===== src/rtl/fp16_acc_pkg.sv =====
// Shared types and constants for the binary16 group accumulator.
package fp16_acc_pkg;

    typedef enum logic [1:0] {
        IDLE  = 2'd0,
        ACCUM = 2'd1,
        HOLD  = 2'd2
    } state_e;

    localparam logic [15:0] FP16_POS_ZERO = 16'h0000;
    localparam logic [4:0]  FP16_EXP_MAX  = 5'h1F;
    localparam logic [15:0] FP16_QNAN     = 16'h7E00;

endpackage


===== src/rtl/fp16_accum_floatadd.sv =====
// Combinational binary16 adder, round-to-nearest-even, subnormal inputs and outputs.
module floatAdd
    import fp16_acc_pkg::*;
(
    input  logic [15:0] num1,
    input  logic [15:0] num2,
    output logic [15:0] result
);
    logic        swap, sa, sb, eff_sub, rnd_up;
    logic [15:0] a, b;
    logic [5:0]  ea, eb, diff, e_norm, e_out;
    logic [10:0] ma, mb;
    logic [13:0] a_ext, b_ext, b_al, norm;
    logic [14:0] sum;
    logic [4:0]  lz, sh;
    logic [11:0] rounded;

    assign swap = num2[14:0] > num1[14:0];
    assign a    = swap ? num2 : num1;
    assign b    = swap ? num1 : num2;
    assign sa   = a[15];
    assign sb   = b[15];
    assign ea   = (a[14:10] == 5'd0) ? 6'd1 : {1'b0, a[14:10]};
    assign eb   = (b[14:10] == 5'd0) ? 6'd1 : {1'b0, b[14:10]};
    assign ma   = {a[14:10] != 5'd0, a[9:0]};
    assign mb   = {b[14:10] != 5'd0, b[9:0]};
    assign diff = ea - eb;
    assign a_ext = {ma, 3'b000};
    assign b_ext = {mb, 3'b000};
    assign eff_sub = sa ^ sb;

    always_comb begin
        // Shifted-out bits collapse into the sticky position at bit 0.
        if (diff >= 6'd14) begin
            b_al = {13'd0, |b_ext};
        end else begin
            b_al = (b_ext >> diff) | {13'd0, |(b_ext & ((14'd1 << diff) - 14'd1))};
        end
        sum = eff_sub ? ({1'b0, a_ext} - {1'b0, b_al}) : ({1'b0, a_ext} + {1'b0, b_al});

        lz = 5'd14;
        for (int i = 0; i < 14; i++) begin
            if (sum[i]) lz = 5'(13 - i);
        end
        sh = ({1'b0, lz} > (ea - 6'd1)) ? 5'(ea - 6'd1) : lz;

        if (sum[14]) begin
            norm   = {sum[14:2], sum[1] | sum[0]};
            e_norm = ea + 6'd1;
        end else begin
            norm   = sum[13:0] << sh;
            e_norm = ea - {1'b0, sh};
        end

        rnd_up  = norm[2] & (norm[1] | norm[0] | norm[3]);
        rounded = {1'b0, norm[13:3]} + {11'd0, rnd_up};
        if (rounded[11]) begin
            e_out = e_norm + 6'd1;
        end else if (rounded[10]) begin
            e_out = e_norm;
        end else begin
            e_out = 6'd0;
        end

        if (a[14:10] == FP16_EXP_MAX || b[14:10] == FP16_EXP_MAX) begin
            if ((a[14:10] == FP16_EXP_MAX && a[9:0] != 10'd0) ||
                (b[14:10] == FP16_EXP_MAX && b[9:0] != 10'd0) ||
                (b[14:10] == FP16_EXP_MAX && eff_sub)) begin
                result = FP16_QNAN;
            end else begin
                result = {sa, FP16_EXP_MAX, 10'd0};
            end
        end else if (sum == 15'd0) begin
            result = {sa & sb, 15'd0};
        end else if (e_out >= 6'd31) begin
            result = {sa, FP16_EXP_MAX, 10'd0};
        end else begin
            result = {sa, e_out[4:0], rounded[11] ? 10'd0 : rounded[9:0]};
        end
    end

endmodule


===== src/rtl/fp16_accum.sv =====
// Streaming binary16 group accumulator with count and sticky infinity flag.
// Optional macro FP16_ACC_FTZ_EN flushes subnormal inputs to signed zero.
module fp16_accum
    import fp16_acc_pkg::*;
#(
    parameter int LEN_W = 8
) (
    input  logic             clk,
    input  logic             rst,
    input  logic             in_valid,
    output logic             in_ready,
    input  logic [15:0]      in_data,
    input  logic             in_last,
    output logic             out_valid,
    input  logic             out_ready,
    output logic [15:0]      out_data,
    output logic [LEN_W-1:0] out_count,
    output logic             out_inf
);
    state_e             state_q, state_d;
    logic [15:0]        acc_q, acc_d, add_in, add_sum;
    logic [LEN_W-1:0]   cnt_q, cnt_d;
    logic               inf_q, inf_d;
    logic               in_hs, out_hs;

`ifdef FP16_ACC_FTZ_EN
    assign add_in = (in_data[14:10] == 5'd0) ? {in_data[15], 15'd0} : in_data;
`else
    assign add_in = in_data;
`endif

    floatAdd u_add (
        .num1   (acc_q),
        .num2   (add_in),
        .result (add_sum)
    );

    assign in_hs  = in_valid & in_ready;
    assign out_hs = out_valid & out_ready;

    always_ff @(posedge clk or posedge rst) begin
        if (rst) begin
            state_q <= IDLE;
            acc_q   <= FP16_POS_ZERO;
            cnt_q   <= '0;
            inf_q   <= 1'b0;
        end else begin
            state_q <= state_d;
            acc_q   <= acc_d;
            cnt_q   <= cnt_d;
            inf_q   <= inf_d;
        end
    end

    always_comb begin
        state_d = state_q;
        acc_d   = acc_q;
        cnt_d   = cnt_q;
        inf_d   = inf_q;
        case (state_q)
            IDLE, ACCUM: begin
                if (in_hs) begin
                    state_d = in_last ? HOLD : ACCUM;
                    acc_d   = add_sum;
                    cnt_d   = (cnt_q == '1) ? cnt_q : cnt_q + 1'b1;
                    inf_d   = inf_q | (add_sum[14:10] == FP16_EXP_MAX);
                end
            end
            HOLD: begin
                if (out_hs) begin
                    state_d = IDLE;
                    acc_d   = FP16_POS_ZERO;
                    cnt_d   = '0;
                    inf_d   = 1'b0;
                end
            end
            default: state_d = IDLE;
        endcase
    end

    always_comb begin
        in_ready  = (state_q == IDLE) || (state_q == ACCUM);
        out_valid = (state_q == HOLD);
        out_data  = acc_q;
        out_count = cnt_q;
        out_inf   = inf_q;
    end

endmodule


===== config.mk =====
export PLATFORM = sky130hd
export DESIGN_NAME = fp16_accum
export DESIGN_NICKNAME = d
export VERILOG_FILES = /design/src/rtl/fp16_acc_pkg.sv /design/src/rtl/fp16_accum_floatadd.sv /design/src/rtl/fp16_accum.sv
export SDC_FILE = /design/constraint.sdc
export NUM_CORES = 1
export LEC_CHECK = 0
export BUFFER_PORTS_ARGS = -buffer_cell sky130_fd_sc_hd__buf_2
export CAP_MARGIN = 10
export CORE_MARGIN = 1
export CORE_UTILIZATION = 62
export DETAILED_ROUTE_END_ITERATION = 6
export PLACE_DENSITY = 0.8
export SLEW_MARGIN = 20
export SYNTH_ARGS = -nofsm -noshare
export SYNTH_HDL_FRONTEND = slang
export SYNTH_HIERARCHICAL = 1
export SYNTH_SLANG_ARGS = --single-unit
export TNS_END_PERCENT = 1

===== constraint.sdc =====
create_clock -name clk -period 13.6 [get_ports clk]
set_input_delay 3.4 -clock clk [delete_from_list [all_inputs] [get_ports clk]]
set_output_delay 3.4 -clock clk [all_outputs]
set_load 0.03 [all_outputs]

==> metrics.csv, run 1 <==
metric,value,unit
status,did not finish,
Halt Stage,5_1_grt,
Error,[ERROR GRT-0116] Global routing finished with congestion. Check the congestion regions in the DRC Viewer.,
port buffer count,47,
vias in the first global route,14990,
synthesized flop and latch total,27,
die height,110,µm
"EDFF count, synth",0,
multiplexer area fraction after synthesis,4.34,%
Syn Inst Count,1034,
detailed-placement wirelength estimate,28.0,mm
post-synthesis sequential area ratio,9.37,%
syn nets,1113,
Netlist Area Pre-Place,7210,µm²
Adder-Cell Fraction of Synth Area,10.3,%
Post-Synth Simple-Gate Area,28.2,%
# rows,39,
Total Routing Usage GR,95.7,%
Placed Area,10300,µm²
synth unique cells,101,
hold buffer count at cts,0,
CTS Sinks,27,
Ports,48,
pin count of the biggest net entering global routing,33,
Synth Area in Compound Gates,38.3,%
Num CTS Buffers,3,
GPL Wtd Cong,1.18,
syn_area_per_cell,6.97,µm²
Overflow after GRT,723,
Starting Density,63.4,%
ranking of synthesized cells by area,"ha_1 9.9%, dfrtp_1 9.4%, nand2_1 5.9%",
die width,110,µm
main combinational cell family by area after synthesis,compound AO/OA/AOI/OAI gates,
Root Buffer,clkbuf_16,
H-tree levels,1,
YS warnings,6,
first-pass GRT wire length,87.6,mm
dominant synthesized flop cell,dfrtp_1,
asr flop ratio synth,100,%
Place WS,-1.37,ns
post-synth top area cell,ha_1,
top cell type's share of synthesized area,9.89,%
XOR/XNOR Fraction of Synth Area,3.89,%
Clock Path Buffers,2,
-- repair_timing --
item                       in CTS
pin swaps                      32
setup buffers                   9
resized for setup              69
setup endpoints to repair      16
-- logic make-up after synthesis --
kind of cell	count (synthesis)
XOR/XNOR	32
multiplexers	27
adder cells (fa/ha/maj)	59
buffers and inverters	101
AO/OA/AOI/OAI	383
AND/OR/NAND/NOR	405
flip-flops	27
-- metal layers --
metal	GRT usage, %	overflow
met4	113	214
met1	86.6	10
met3	74.9	17
met2	120	479
met5	42.4	3
-- synth_stat cells, types with 17 or more instances --
| master | instances |
|---|---|
| nand3_1 | 38 |
| dfrtp_1 | 27 |
| inv_1 | 57 |
| o21ai_0 | 63 |
| nand2_1 | 114 |
| o21a_1 | 17 |
| nand4_1 | 18 |
| clkbuf_1 | 24 |
| ha_1 | 57 |
| a22o_1 | 18 |
| a21o_1 | 18 |
| nor2_1 | 84 |
| xnor2_1 | 22 |
| nor3_1 | 32 |
| a21oi_1 | 59 |
| mux2i_1 | 20 |
| o211ai_1 | 27 |
-- stage by stage --
stage          TNS [ns]  std cells  util (%)
2_1_floorplan     -5.64       1034         -
3_3_place_gp      -9.77       1522      90.4
3_5_place_dp     -19.12       1522      90.4
4_1_cts           -9.25       1535      95.0
==> inputs of run 2 (changes only) <==
--- a/config.mk
+++ b/config.mk
@@ -8,9 +8,9 @@
 export BUFFER_PORTS_ARGS = -buffer_cell sky130_fd_sc_hd__buf_2
 export CAP_MARGIN = 10
 export CORE_MARGIN = 1
-export CORE_UTILIZATION = 62
+export CORE_UTILIZATION = 40
 export DETAILED_ROUTE_END_ITERATION = 6
-export PLACE_DENSITY = 0.8
+export PLACE_DENSITY_LB_ADDON = 0.15
 export SLEW_MARGIN = 20
 export SYNTH_ARGS = -nofsm -noshare
 export SYNTH_HDL_FRONTEND = slang
==> run 2 against run 1 <==
Net effect:
- the flow now finishes, with violations (negative setup slack)
- synthesized area stayed put
- synthesized cell count stayed put
==> metrics.csv, run 2 <==
metric,value,unit,change
status,"complete, but fails checks",,was did not finish
failing checks,negative setup slack,,
die height,136,µm,was 110 µm
GPL Wtd Cong,0.990,,was 1.18
Place WS,-1.16,ns,was -1.37 ns
most common cell in the synthesized netlist,nand2_1,,unchanged
Final Setup Violations,16,,
nets,1493,,
Netlist Area Pre-Place,7210,µm²,unchanged
top cell type's share of synthesized area,9.89,%,unchanged
leading cell types by count after synthesis,"114 x nand2_1, 84 x nor2_1, 63 x o21ai_0",,unchanged
worst-skew pair later-pin latency,0.27,ns,
Syn Inst Count,1034,,unchanged
# Max-Cap Violations,0,,
Setup crit end kind,flip-flop,,
Starting Density,41.3,%,was 63.4%
period utilisation layout,105,%,
drt pass-1 iters,5,,
Clock Path Buffers,2,,unchanged
min Tclk post-route,14.28,ns,
pin count of the biggest net entering global routing,33,,
Crit path arrival time,14.44,ns,
Total Routing Usage GR,33.5,%,
average wire per standard cell,19.2,µm,
crit path kind,input port to flip-flop,,
Root Buffer,clkbuf_16,,unchanged
slowest cell on the critical path,or4_4,,
H-tree levels,1,,unchanged
syn nets,1113,,unchanged
routed wire length,31.4,mm,
post-synth top area cell,ha_1,,unchanged
Worst EP required,13.76,ns,
DR iter-0 viols,939,,
synthesized flop and latch total,27,,unchanged
Ports,48,,unchanged
synth unique cells,101,,unchanged
die width,136,µm,was 110 µm
# rows,48,,was 39
kind of cell adding the most delay to the critical path,compound AO/OA/AOI/OAI gates,,
post-synthesis sequential area ratio,9.37,%,unchanged
sum of buffers and inverters on the critical path,8,,
die area,18600,µm²,
Vias,9869,,
Worst-Margin Slew,0.899,ns,
worst clock skew,0.00685,ns,
Hold Crit Class,flip-flop to flip-flop,,
"Max FO, Critical Path",4,,
Relative slew margins,39.4,%,
Critical Path Start Type,input port,,
area growth from synthesis to layout,52.6,%,
"commonest cells after routing, fill and taps aside","366 x buf_4, 111 x nand2_1, 79 x nor2_1",,
worst-case reg-to-reg path depth,62,,
Largest register FFs,16,,
syn_area_per_cell,6.97,µm²,unchanged
initial antenna violation count,0,,
smallest setup slack after layout,-0.685,ns,
WHS Path Cells,2,,
ANT cells,0,,
"EDFF count, synth",0,,unchanged
final std cells w/o fill,1638,,
first-pass GRT wire length,48.7,mm,
clock slew at reported path FFs,0.07,ns,
f_max,70.0,MHz,
fin. max-slew vios,0,,
DR vias/cell,6.03,,
CTS Sinks,27,,unchanged
asr flop ratio synth,100,%,unchanged
port buffer count,47,,unchanged
RSZ-0062 raised after global routing,true,,
Num CTS Buffers,3,,unchanged
Overflow after GRT,0,,
vias in the first global route,9198,,
YS warnings,6,,unchanged
layout cell share with drive strength beyond 1,39.2,%,
DP Cell Count,1621,,"was 1,522"
Levels on crit path,62,,
dominant synthesized flop cell,dfrtp_1,,unchanged
Hold Fails Final Rpt,0,,
Final ANT Viol Nets,0,,
DRC errors left,0,,
"slowest stage delay, CP",0.57,ns,
"most common cell after layout, fill and taps aside",buf_4,,
CTS tree,built,,
Core Area,17500,µm²,
ranking of synthesized cells by area,"ha_1 9.9%, dfrtp_1 9.4%, nand2_1 5.9%",,unchanged
detailed-placement wirelength estimate,26.0,mm,was 28.0 mm
-- run 2: area by class of cell --
class | count | area [µm²]
Fill cell | 1611 | 6470
Tap cell | 225 | 282
Clock buffer | 3 | 75.1
Sequential cell | 27 | 676
Inverter | 60 | 233
Clock inverter | 1 | 7.51
Multi-Input combinational cell | 906 | 6720
Timing Repair Buffer | 416 | 3020
-- run 2: per-layer routing --
metal,share of wire (%),up-vias,global-route usage (%)
li1,-,4749,-
met1,45,4657,45.5
met2,46,407,55.8
met3,6.5,56,3.32
met4,2.7,0,9.63
met5,0,-,0
-- run 2: kinds of logic after synthesis --
family | count (synthesis) | synth area share, %
and+or+nand+nor | 405 | 28.2
AOI/OAI and AO/OA | 383 | 38.3
buffers and inverters | 101 | 5.59
adders and majority gates | 59 | 10.3
xor gates and xnor gates | 32 | 3.89
muxes | 27 | 4.34
DFF | 27 | 9.37
-- run 2: what timing repair did --
action | 4_1_cts | 5_1_grt
setup buffers | 5 | 8
gates resized for setup | 22 | 46
endpoints found under the setup margin | 16 | 16
pin swaps | 8 | 43
hold endpoints to repair | 0 | 0
hold buffers | 0 | 0
-- run 2: stage by stage --
step	utilization, %	instance area [µm²]	hold slack, ns	TNS, ns
2_1_floorplan	-	7590	0.465	-5.64
3_3_place_gp	60.2	10500	0.483	-15.81
3_5_place_dp	60.2	10500	0.499	-17.44
4_1_cts	61.5	10700	0.515	-7.54
5_1_grt	63.0	11000	0.538	-18.17
6_report	63.0	11000	0.509	-10.16
-- run 2: worst paths after layout --
path	start	endpoint	slack [ns]
hold reg to reg	out_inf	out_inf	0.51
min in group asynchronous	rst	out_data[14]	3.18
setup / recovery	in_data[3]	out_data[14]	-0.68
setup reg to reg	out_data[11]	out_data[14]	1.83
max in group asynchronous	rst	out_count[3]	10.04
hold / removal	out_inf	out_inf	0.51
-- run 2: tightest hold or removal path, delay by kind of cell, from the launching register on --
kind	cells	cell delay, ns
AOI/OAI and AO/OA	1	0.04
and+or+nand+nor	1	0.08
DFF	1	0.35
Power of run 2 is not shown: default switching activity piles up to over one toggle a cycle in this logic, so the estimate is an artifact.
==> inputs of run 3 (changes only) <==
--- a/config.mk
+++ b/config.mk
@@ -14,6 +14,5 @@
 export SLEW_MARGIN = 20
 export SYNTH_ARGS = -nofsm -noshare
 export SYNTH_HDL_FRONTEND = slang
-export SYNTH_HIERARCHICAL = 1
 export SYNTH_SLANG_ARGS = --single-unit
 export TNS_END_PERCENT = 1
==> run 3 against run 2 <==
Net effect:
- the flow still finishes with violations (negative setup slack)
- synthesized cell count rose by 3.9%
- global-route usage fell by 0.19 points
- clock skew fell by 0.0036 ns
- clock-buffer cell count rose by 1
- synthesized area rose by 5.3%
- highest routed layer is now met5
- non-clock buffer count fell by 8
- routed wire length rose by 6.1%
- sequential share of layout area fell by 0.23 points
- utilization fell by 1.6 points
- register-to-register slack got worse by 0.44 ns
- worst hold slack got worse by 0.043 ns
- flip-flop and latch count did not move
==> metrics.csv, run 3 <==
metric,value,unit,change
min Tclk post-route,14.62,ns,was 14.28 ns
GPL Wtd Cong,1.00,,was 0.990
Largest register FFs,16,,unchanged
CTS tree,built,,unchanged
"Max FO, Critical Path",9,,was 4
pin count of the biggest net entering global routing,38,,was 33
hold path start,state_q[1],,was out_inf
H-tree levels,1,,unchanged
Netlist Area Pre-Place,7590,µm²,was 7210 µm²
routed wire length,33.3,mm,was 31.4 mm
layout cell share with drive strength beyond 1,40.1,%,was 39.2%
clock slew at reported path FFs,0.07,ns,about the same
Clock Path Buffers,2,,unchanged
Setup crit end kind,flip-flop,,unchanged
status,"complete, but fails checks",,unchanged
RSZ-0062 raised after global routing,true,,unchanged
Synth Area in Compound Gates,37.0,%,was 38.3%
average wire per standard cell,19.9,µm,was 19.2 µm
"slowest stage delay, CP",0.47,ns,was 0.57 ns
"setup slack, reg-to-reg",1.39,ns,was 1.83 ns
fillers,1769,,"was 1,611"
Relative slew margins,36.6,%,was 39.4%
Crit path arrival time,14.76,ns,was 14.44 ns
Post-Synth Simple-Gate Area,28.4,%,was 28.2%
port buffer count,47,,unchanged
"most common cell after layout, fill and taps aside",buf_4,,unchanged
Hold Fails Final Rpt,0,,unchanged
Final Setup Violations,16,,unchanged
YS warnings,0,,was 6
worst clock skew,0.00324,ns,was 0.00685 ns
post-synthesis sequential area ratio,8.90,%,was 9.37%
Syn Inst Count,1074,,"was 1,034"
Critical Path Start Type,input port,,unchanged
Worst-Margin Slew,0.945,ns,was 0.899 ns
XOR/XNOR Fraction of Synth Area,3.12,%,was 3.89%
Hold Crit Class,flip-flop to flip-flop,,unchanged
drt pass-1 iters,5,,unchanged
smallest setup slack after layout,-1.02,ns,was -0.685 ns
f_max,68.4,MHz,was 70.0 MHz
Adder-Cell Fraction of Synth Area,9.79,%,was 10.3%
DR iter-0 viols,902,,was 939
initial antenna violation count,1,,was 0
failing checks,negative setup slack,,unchanged
ANT cells,0,,unchanged
Starting Density,40.7,%,was 41.3%
CTS Sinks,27,,unchanged
Hold Path Sink,state_q[0],,was out_inf
synthesized flop and latch total,27,,unchanged
"EDFF count, synth",0,,unchanged
area growth from synthesis to layout,50.7,%,was 52.6%
syn nets,1153,,"was 1,113"
Overflow after GRT,0,,unchanged
leading cell types by count after synthesis,"113 x nand2_1, 89 x nor2_1, 75 x a21oi_1",,"was 114 x nand2_1, 84 x nor2_1, 63 x o21ai_0"
synth unique cells,107,,was 101
detailed-placement wirelength estimate,26.9,mm,was 26.0 mm
Worst EP required,13.74,ns,was 13.76 ns
post-synth top area cell,ha_1,,unchanged
main combinational cell family by area after synthesis,compound AO/OA/AOI/OAI gates,,unchanged
die area,19500,µm²,"was 18,600 µm²"
Place WS,-1.60,ns,was -1.16 ns
hold_ws,0.467,ns,was 0.509 ns
fin. max-slew vios,0,,unchanged
Num CTS Buffers,3,,unchanged
most common cell in the synthesized netlist,nand2_1,,unchanged
DR vias/cell,6.11,,was 6.03
DP Cell Count,1649,,"was 1,621"
die width,140,µm,was 136 µm
# rows,50,,was 48
worst-skew pair later-pin latency,0.26,ns,was 0.27 ns
register area,676,µm²,unchanged
die height,140,µm,was 136 µm
WHS Path Cells,1,,was 2
reg2reg start,out_data[11],,unchanged
Ports,48,,unchanged
syn_area_per_cell,7.07,µm²,was 6.97 µm²
period utilisation layout,107,%,was 105%
# Max-Cap Violations,0,,unchanged
RR Endpoint,out_data[4],,was out_data[14]
Core Area,18600,µm²,"was 17,500 µm²"
Final ANT Viol Nets,0,,unchanged
asr flop ratio synth,100,%,unchanged
DRC errors left,0,,unchanged
most frequent CP cell,buf_4,,
nets,1519,,"was 1,493"
multiplexer area fraction after synthesis,6.84,%,was 4.34%
ranking of synthesized cells by area,"ha_1 9.4%, dfrtp_1 8.9%, nand2_1 5.6%",,"was ha_1 9.9%, dfrtp_1 9.4%, nand2_1 5.9%"
dominant synthesized flop cell,dfrtp_1,,unchanged
"commonest cells after routing, fill and taps aside","354 x buf_4, 111 x nand2_1, 86 x nor2_1",,"was 366 x buf_4, 111 x nand2_1, 79 x nor2_1"
Vias,10218,,"was 9,869"
Root Buffer,clkbuf_16,,unchanged
Total Routing Usage GR,33.3,%,was 33.5%
worst-case reg-to-reg path depth,61,,was 62
vias in the first global route,9914,,"was 9,198"
first-pass GRT wire length,52.2,mm,was 48.7 mm
final std cells w/o fill,1673,,"was 1,638"
crit path kind,input port to flip-flop,,unchanged
top cell type's share of synthesized area,9.40,%,was 9.89%
multi-input logic area,7140,µm²,was 6720 µm²
Util after Layout,61.3,%,was 63.0%
slowest cell on the critical path,a2111oi_1,,was or4_4
==> run 3: worst max path at each step <==
stage                      startpoint     endpoint  slack, ns  depth (start not counted)
after floorplan           in_data[14]  out_data[8]      -1.27                         69
after global placement     in_data[3]  out_data[2]      -1.42                         58
after detailed placement   in_data[3]  out_data[2]      -1.60                         58
after CTS                  in_data[6]  out_data[4]      -0.72                         63
after global routing       in_data[6]  out_data[7]      -1.47                         66
final                      in_data[6]  out_data[4]      -1.02                         61
==> run 3: kinds of logic (layout without fill, tap and decap cells) <==
group / after synthesis / count (layout)
flip-flops: 27 / 27
AO/OA/AOI/OAI: 388 / 388
adder cells (fa/ha/maj): 59 / 59
multiplexers: 42 / 42
buffers and inverters: 111 / 476
AND/OR/NAND/NOR: 420 / 420
XOR/XNOR: 27 / 27
==> run 3: timing repair <==
| item | 4_1_cts | 5_1_grt |
|---|---|---|
| hold endpoints to repair | 0 | 0 |
| hold buffers | 0 | 0 |
| setup buffers | 14 | 7 |
| endpoints found under the setup margin | 16 | 16 |
| resized for setup | 60 | 19 |
| pin swaps | 44 | 15 |
==> run 3: cell type report <==
| class | instances | share of cell area [%] |
|---|---|---|
| flip-flops and latches | 27 | 5.91 |
| multi-input cells | 936 | 62.4 |
| inverters | 64 | 2.10 |
| well taps | 234 | 2.56 |
| repair buffers | 408 | 26.3 |
| clock buffers | 4 | 0.689 |
==> run 3: through the flow <==
stage                     TNS [ns]  area (µm²)
final                       -15.09       11400
after global routing        -22.32       11400
after CTS                   -10.75       11300
after detailed placement    -24.82       10800
after global placement      -22.10       10800
after floorplan             -19.07        7980
==> run 3: worst max-delay path: cells and delay by family <==
family	cells	cell delay, ns
simple gates	15	3.18
mux	2	0.50
compound gates	26	4.64
buf+inv	14	2.08
fa+ha+maj	4	0.93
==> run 3: layer usage <==
layer / global-route usage [%] / part of all wire [%] / up-vias
met3: 4.16 / 7.3 / 90
met1: 44.4 / 43 / 4840
met4: 10.5 / 3.2 / 2
met5: 0 / 0.027 / -
li1: - / - / 4851
met2: 55.7 / 46 / 435
Power of run 3 is left out for the same reason.
==> inputs of run 4 (changes only) <==
--- a/config.mk
+++ b/config.mk
@@ -7,10 +7,11 @@
 export LEC_CHECK = 0
 export BUFFER_PORTS_ARGS = -buffer_cell sky130_fd_sc_hd__buf_2
 export CAP_MARGIN = 10
-export CORE_MARGIN = 1
+export CORE_MARGIN = 3
 export CORE_UTILIZATION = 40
 export DETAILED_ROUTE_END_ITERATION = 6
 export PLACE_DENSITY_LB_ADDON = 0.15
+export REMOVE_ABC_BUFFERS = 1
 export SLEW_MARGIN = 20
 export SYNTH_ARGS = -nofsm -noshare
 export SYNTH_HDL_FRONTEND = slang
==> run 4 against run 3 <==
Net effect:
- first-iteration DRC count grew 18%
- maximum frequency shrank 0.59%
- cell area grew 2.7%
- critical endpoint is now out_data[10]
- the run still ends with negative setup slack left
- critical path depth grew 3
==> metrics.csv, run 4 (same netlist as run 3, synthesis figures left out) <==
metric,value,unit,change
status,"complete, but fails checks",,unchanged
failing checks,negative setup slack,,unchanged
Placed Area,10600,µm²,"was 10,800 µm²"
"commonest cells after routing, fill and taps aside","386 x buf_4, 110 x nand2_1, 86 x nor2_1",,"was 354 x buf_4, 111 x nand2_1, 86 x nor2_1"
clock slew at reported path FFs,0.07,ns,about the same
DR iter-0 viols,1066,,was 902
CTS Sinks,27,,unchanged
routed wire length,34.0,mm,was 33.3 mm
Final ANT Viol Nets,0,,unchanged
Total Routing Usage GR,30.7,%,was 33.3%
pin count of the biggest net entering global routing,41,,was 38
sum of buffers and inverters on the critical path,9,,was 14
Relative slew margins,35.2,%,was 36.6%
min Tclk post-route,14.70,ns,was 14.62 ns
period utilisation layout,108,%,was 107%
worst clock skew,0.000687,ns,was 0.00324 ns
crit path kind,input port to flip-flop,,unchanged
average wire per standard cell,20.0,µm,was 19.9 µm
"most common cell after layout, fill and taps aside",buf_4,,unchanged
Critical Path Start Type,input port,,unchanged
die height,144,µm,was 140 µm
hold buffer count at cts,0,,unchanged
Vias,10416,,"was 10,218"
detailed-placement wirelength estimate,26.5,mm,was 26.9 mm
Hold Crit Class,flip-flop to flip-flop,,unchanged
Crit path arrival time,14.84,ns,was 14.76 ns
Ports,48,,unchanged
Root Buffer,clkbuf_16,,unchanged
Final Setup Violations,16,,unchanged
fin. max-slew vios,0,,unchanged
GPL Wtd Cong,1.01,,was 1.00
CTS tree,built,,unchanged
first-pass GRT wire length,51.2,mm,was 52.2 mm
Place WS,-1.85,ns,was -1.60 ns
initial antenna violation count,0,,was 1
vias in the first global route,9730,,"was 9,914"
DP Cell Count,1656,,"was 1,649"
layout cell share with drive strength beyond 1,42.0,%,was 40.1%
nets,1553,,"was 1,519"
# Max-Cap Violations,0,,unchanged
DRC errors left,0,,unchanged
area growth from synthesis to layout,54.7,%,was 50.7%
Core Area,18300,µm²,"was 18,600 µm²"
Num CTS Buffers,3,,unchanged
Hold Fails Final Rpt,0,,unchanged
die width,144,µm,was 140 µm
Overflow after GRT,0,,unchanged
"slowest stage delay, CP",0.49,ns,was 0.47 ns
setup tns final,-17.00,ns,was -15.09 ns
Worst-Margin Slew,0.966,ns,was 0.945 ns
ANT cells,0,,unchanged
smallest setup slack after layout,-1.10,ns,was -1.02 ns
"Max FO, Critical Path",6,,was 9
drt pass-1 iters,6,,was 5
DR vias/cell,6.12,,was 6.11
port buffer count,47,,unchanged
worst-skew pair later-pin latency,0.26,ns,about the same
Setup crit end kind,flip-flop,,unchanged
Clock Path Buffers,2,,unchanged
Worst EP required,13.74,ns,about the same
RSZ-0062 raised after global routing,true,,unchanged
# rows,49,,was 50
Largest register FFs,16,,unchanged
kind of cell adding the most delay to the critical path,compound AO/OA/AOI/OAI gates,,unchanged
die area,20700,µm²,"was 19,500 µm²"
H-tree levels,1,,unchanged
post-route cell area,11700,µm²,"was 11,400 µm²"
f_max,68.0,MHz,was 68.4 MHz
slowest cell on the critical path,or4_1,,was a2111oi_1
Starting Density,41.4,%,was 40.7%
final std cells w/o fill,1702,,"was 1,673"
## run 4: cell types whose count changed in the layout (fill, tap and decap cells not counted), moves of 3 or more
cell      before  now
o21ai_1       26   19
ha_1          44   40
o21ai_2        4   11
o311ai_1       1    4
buf_6          4   10
buf_2         47   43
buf_4        354  386
ha_4          10   14
buf_8          0    3
## run 4: what timing repair did
item / CTS / global route
setup buffers: 24 / 18
resized for setup: 61 / 100
pin swaps: 39 / 74
setup endpoints to repair: 16 / 16
## run 4: worst paths after layout
check	from	endpoint	slack, ns	cells past startpoint
max	in_data[5]	out_data[10]	-1.10	64
min	state_q[1]	state_q[0]	0.45	1
max reg2reg	out_data[6]	out_data[10]	1.32	64
min reg2reg	state_q[1]	state_q[0]	0.45	1
max in group asynchronous	rst	out_data[4]	9.92	2
min in group asynchronous	rst	out_count[3]	3.23	2
## run 4: final cells by class
type                       count  area (µm²)
clock buffer                   3        75.1
clock inverter                 1        5.00
fill                        1674        6590
inverter                      64         240
multi-input combinational    936        7190
sequential                    27         676
tap                          229         287
timing repair buffer         442        3270
## run 4: stage by stage
stage | utilization (%) | hold slack [ns]
CTS | 60.4 | 0.457
floorplan | - | 0.427
finish | 64.1 | 0.455
global route | 64.1 | 0.479
global placement | 57.7 | 0.455
detailed placement | 57.7 | 0.453
## run 4: metal layers
metal	track usage [%]	part of all wire [%]	wire (µm)	vias to the layer above
li1	-	-	-	4915
met1	42.6	43	14700	4867
met2	51.3	46	15800	528
met3	3.29	7.4	2530	106
met4	7.43	2.8	963	0
met5	0	0	0	-
Power of run 4 is left out for the same reason.
